<file path="src/rtl/rng_uart_tx.sv">
// rng_uart_tx: packs synchronized RNG bits into words and sends them as 8N1 UART frames.
// Define RNG_VON_NEUMANN_EN to debias raw bit pairs before packing.
module rng_uart_tx #(
  parameter int CLK_HZ    = 50000000,
  parameter int BAUD      = 9600,
  parameter int DATA_BITS = 8
) (
  input  logic        clk,
  input  logic        rst_b,
  input  logic        done,
  input  logic        rnd_bit,
  output logic        tx,
  output logic        tx_busy,
  output logic        ovf,
  output logic [15:0] bytes_sent
);
  localparam int DIV = CLK_HZ / BAUD;
  localparam int BW  = $clog2(DIV);
  localparam int CW  = $clog2(DATA_BITS);
  typedef enum logic [1:0] {IDLE, START, DATA, STOP} state_t;
  state_t state, state_n;
  logic [1:0] done_q, rnd_q;
  logic done_d, acc, in_v, in_b, offer, drain, baud_end, hold_full;
  logic [DATA_BITS-2:0] word;
  logic [DATA_BITS-1:0] word_n, hold, sh;
  logic [CW-1:0] cnt, idx;
  logic [BW-1:0] baud;
  assign acc = done_q[1] & ~done_d;
`ifdef RNG_VON_NEUMANN_EN
  logic ph, a;
  always_ff @(posedge clk or negedge rst_b)
    if (!rst_b) begin
      ph <= 1'b0;
      a  <= 1'b0;
    end else if (acc) begin
      ph <= ~ph;
      if (!ph) a <= rnd_q[1];
    end
  // (0,1)->0 and (1,0)->1: the delivered bit is simply the first of an unequal pair
  assign in_v = acc & ph & (a ^ rnd_q[1]);
  assign in_b = a;
`else
  assign in_v = acc;
  assign in_b = rnd_q[1];
`endif
  assign word_n   = {in_b, word};
  assign offer    = in_v && cnt == CW'(DATA_BITS - 1);
  assign baud_end = baud == BW'(DIV - 1);
  assign tx       = state == START ? 1'b0 : state == DATA ? sh[0] : 1'b1;
  assign tx_busy  = state != IDLE;
  always_ff @(posedge clk or negedge rst_b)
    if (!rst_b) begin
      done_q    <= '0;
      rnd_q     <= '0;
      done_d    <= 1'b0;
      word      <= '0;
      cnt       <= '0;
      hold      <= '0;
      hold_full <= 1'b0;
      ovf       <= 1'b0;
    end else begin
      done_q <= {done_q[0], done};
      rnd_q  <= {rnd_q[0], rnd_bit};
      done_d <= done_q[1];
      if (in_v) begin
        word <= word_n[DATA_BITS-1:1];
        cnt  <= offer ? '0 : cnt + 1'b1;
      end
      if (offer && (!hold_full || drain)) begin
        hold      <= word_n;
        hold_full <= 1'b1;
      end else if (offer) ovf <= 1'b1;
      else if (drain) hold_full <= 1'b0;
    end
  always_comb begin
    state_n = state;
    drain   = 1'b0;
    case (state)
      IDLE:  if (hold_full) begin
        state_n = START;
        drain   = 1'b1;
      end
      START: if (baud_end) state_n = DATA;
      DATA:  if (baud_end && idx == CW'(DATA_BITS - 1)) state_n = STOP;
      STOP:  if (baud_end) begin
        state_n = hold_full ? START : IDLE;
        drain   = hold_full;
      end
    endcase
  end
  always_ff @(posedge clk or negedge rst_b)
    if (!rst_b) state <= IDLE;
    else state <= state_n;
  always_ff @(posedge clk or negedge rst_b)
    if (!rst_b) begin
      baud       <= '0;
      idx        <= '0;
      sh         <= '0;
      bytes_sent <= '0;
    end else begin
      baud <= (state == IDLE || baud_end) ? '0 : baud + 1'b1;
      if (drain) sh <= hold;
      else if (state == DATA && baud_end) sh <= sh >> 1;
      if (state == START) idx <= '0;
      else if (state == DATA && baud_end) idx <= idx + 1'b1;
      if (state == STOP && baud_end) bytes_sent <= bytes_sent + 1'b1;
    end
endmodule
</file>
<file path="config.mk">
export PLATFORM = sky130hd
export DESIGN_NAME = rng_uart_tx
export DESIGN_NICKNAME = d
export VERILOG_FILES = /design/src/rtl/rng_uart_tx.sv
export SDC_FILE = /design/constraint.sdc
export NUM_CORES = 1
export LEC_CHECK = 0
export ABC_AREA = 0
export CORE_MARGIN = 2
export CORE_UTILIZATION = 45
export CTS_CLUSTER_DIAMETER = 100
export DETAILED_ROUTE_END_ITERATION = 16
export SLEW_MARGIN = 0
export SYNTH_ARGS = -nofsm -noshare
export SYNTH_HDL_FRONTEND = slang
export SYNTH_SLANG_ARGS = --single-unit
</file>
<file path="constraint.sdc">
create_clock -name clk -period 3.6 [get_ports clk]
set_clock_uncertainty 0.2 [all_clocks]
set_input_delay 0.36 -clock clk [delete_from_list [all_inputs] [get_ports clk]]
set_output_delay 0.36 -clock clk [all_outputs]
set_load 0.02 [all_outputs]
</file>
==> results.yml <==
run_status:
  status: "finished clean"
detailed_routing:
  wl_per_cell_um: 14.3
  viasPerCell: 5.13
  drtAntennaViolNets: 0
  drt_iter0_drc: 99
  first_pass_iters: 4
  wl_mm: 5.18
  vias: 1863
  drc_errors: 0
logic_synthesis:
  ys_seq_area_frac: 0.543
  yosysTopAreaCellShare: 0.543
  synth_edf_count: 0
  syn_inst: 250
  synth_fp_nets: 265
  synth_area_per_cell_um2: 12.4
  yosysMostFrequentCell: "dfrtp_1"
  yosys-top-cells-count: "67 x dfrtp_1, 25 x mux2_2, 20 x nor2_1"
  synthDistinctLibCells: 38
  synth_area_um2: 3090
  synth_top_area_cell: "dfrtp_1"
  ys_ff_latch: 67
  synthArstFlopShare: 1.00
  synth_flop_cell: "dfrtp_1"
  synth.area.top_cells: "dfrtp_1 54%, mux2_2 9.1%, xnor2_1 4.8%, ha_1 4.5%, mux2_4 3.4%"
  synth_warnings: 0
worst_hold_path:
  hold_class: "flip-flop to flip-flop"
  hold_path_depth: 0
floorplan:
  die_w_um: 86.9
  initial_utilization: 0.460
  num_rows: 30
  ios: 23
  fp.coreArea_um2: 6720
  die_y_um: 86.9
  die_area_um2: 7540
timing:
  period_needed_ns: 2.55
  rsz0062_at_grt: "false"
  fmax_ghz: 0.392
  setup_violations: 0
  fin_crit_sh: 0.708
  slew_headroom: 0.596
  finalHoldViolations: 0
  worst_slew_pin_slew_ns: 0.604
  tns_ns: 0
  slew_violations: 0
critical_path:
  ff2ff_path_depth: 5
  worstPathCellList: "ha_1 -> and4bb_2 -> nand4_1 -> mux2_2 -> mux2_4"
  cp.depth: 5
  critPathArrivalTime_ns: 2.57
  crit_buf_inv: 0
  cp_slowest_cell: "nand4_1"
  crit_fanout: 11
  start_kind: "flip-flop"
  worstPathRequired_ns: 3.62
  crit_family: "simple AND/OR/NAND/NOR gates"
  cp_slowest_stage_delay_ns: 0.49
  cp-end-kind: "flip-flop"
  crit_type: "flip-flop to flip-flop"
place:
  dp.cells: 348
  gp_congestion: 0.780
  dp_hpwl_mm: 3.54
  numPortBuffers: 22
cells_and_area:
  num_antenna_cells: 0
  final_cells: 363
  drive_gt1_frac: 0.198
  area_delta_synth_final_pct: 15.8
  nets: 295
pwr:
  power.density_nw_per_um2: 592
  p_leak_nw: 1.69
  irDropWorstVdd_v: 0.000308
  total_power_mw: 2.12
clocking:
  clkSinkCount: 67
  cts_tree: "built"
  cts_htree_levels: 3
  cts_buffers: 9
  cts.repair.resized: 0
  clk_pin_slew_ns: 0.07
  clockBufferDepth: 2
  cts-root-buf: "clkbuf_8"
  clkLatencyLatePin_ns: 0.33
global_route:
  track_usage: 0.157
  grt_max_degree: 49
  gr-total-overflow: 0
  antenna_found_initial: 0
  grt_pass1_vias: 1945
  grt_pass1_wl_mm: 9.21
job:
  drv_cap: 0
==> worst reg2reg max path, delay by kind of cell (launching register included) <==
family / cells / cell delay [ns]
flip-flops: 1 / 0.42
multiplexers: 2 / 0.73
AND/OR/NAND/NOR: 2 / 0.78
adder cells (fa/ha/maj): 1 / 0.30
==> sequential cells by signal, indices dropped and copies added (netlist names) <==
register	cells
idx	3
sh	8
hold	8
baud	13
done_q	2
word	7
bytes_sent	16
cnt	3
ovf	1
hold_full	1
rnd_q	2
state	2
done_d	1
==> per-layer routing <==
layer | track usage | up-vias | routed length [um]
met1 | 0.227 | 903 | 2760
met2 | 0.224 | 24 | 2170
met3 | 0.0436 | 9 | 176
met5 | 0 | - | 0
li1 | - | 927 | -
met4 | 0.0639 | 0 | 73
==> kinds of logic (layout without fill, tap and decap cells) <==
group,after synthesis,count (layout),share of synthesized area
buffers and inverters,18,51,0.0247
multiplexers,35,35,0.135
AO/OA/AOI/OAI,12,12,0.0275
XOR/XNOR,27,27,0.0765
flip-flops,67,67,0.543
AND/OR/NAND/NOR,80,80,0.149
adder cells (fa/ha/maj),11,11,0.0446
==> final cells by class <==
class                           count  area [um^2]
Clock buffer                       11          141
Clock inverter                      3         40.0
Fill cell                         584         3140
Inverter                           13         48.8
Multi-Input combinational cell    165         1340
Sequential cell                    67         1680
Tap cell                           80          100
Timing Repair Buffer               24          233
==> timing repair <==
item | in CTS | in global routing
hold buffers | 1 | 0
setup endpoints to repair | 0 | 0
endpoints found under the hold margin | 19 | 0
buffers inserted | 0 | 0
==> where the power goes <==
group          total (mW)  internal [mW]  switching [mW]
logic               0.501          0.257           0.244
clock network       0.596          0.329           0.267
registers            1.02          0.907           0.113
total                2.12           1.49           0.623
==> path summary, 6_finish.rpt <==
path	from	endpoint	slack, ns
worst max-delay path	baud[0]	sh[2]	1.05
worst min-delay path	done_q[0]	done_q[1]	0.15
worst max register to register	baud[0]	sh[2]	1.05
worst min register to register	done_q[0]	done_q[1]	0.15
max in group asynchronous	rst_b	baud[0]	1.96
min in group asynchronous	rst_b	cnt[0]	0.30
==> metrics by stage <==
| step | utilization | worst slack (ns) | cell area, um^2 | hold slack (ns) |
|---|---|---|---|---|
| floorplan | - | 1.44 | 3090 | -0.136 |
| global placement | 0.504 | 1.10 | 3380 | 0.128 |
| detailed placement | 0.504 | 1.05 | 3380 | 0.135 |
| CTS | 0.532 | 1.04 | 3580 | 0.152 |
| global route | 0.532 | 0.914 | 3580 | 0.155 |
| finish | 0.532 | 1.05 | 3580 | 0.150 |
==> cell usage in the layout (no fill, tap or decap), drive strengths merged, types with 2 or more instances in the layout <==
cell type and n:
a211o 2, a21oi 2, and3 3, and4 3, and4b 2, and4bb 2, buf 2, clkbuf 11
clkdlybuf4s50 21, clkinv 2, dfrtp 67, ha 11, inv 13, mux2 32, mux2i 3, nand2 11
nand3 12, nand4 6, nor2 20, nor3 8, nor4 6, o21ai 2, o21bai 2, or2 2
or3 2, xnor2 17, xor2 10
Note: power is estimated with default switching activity, not from simulation.
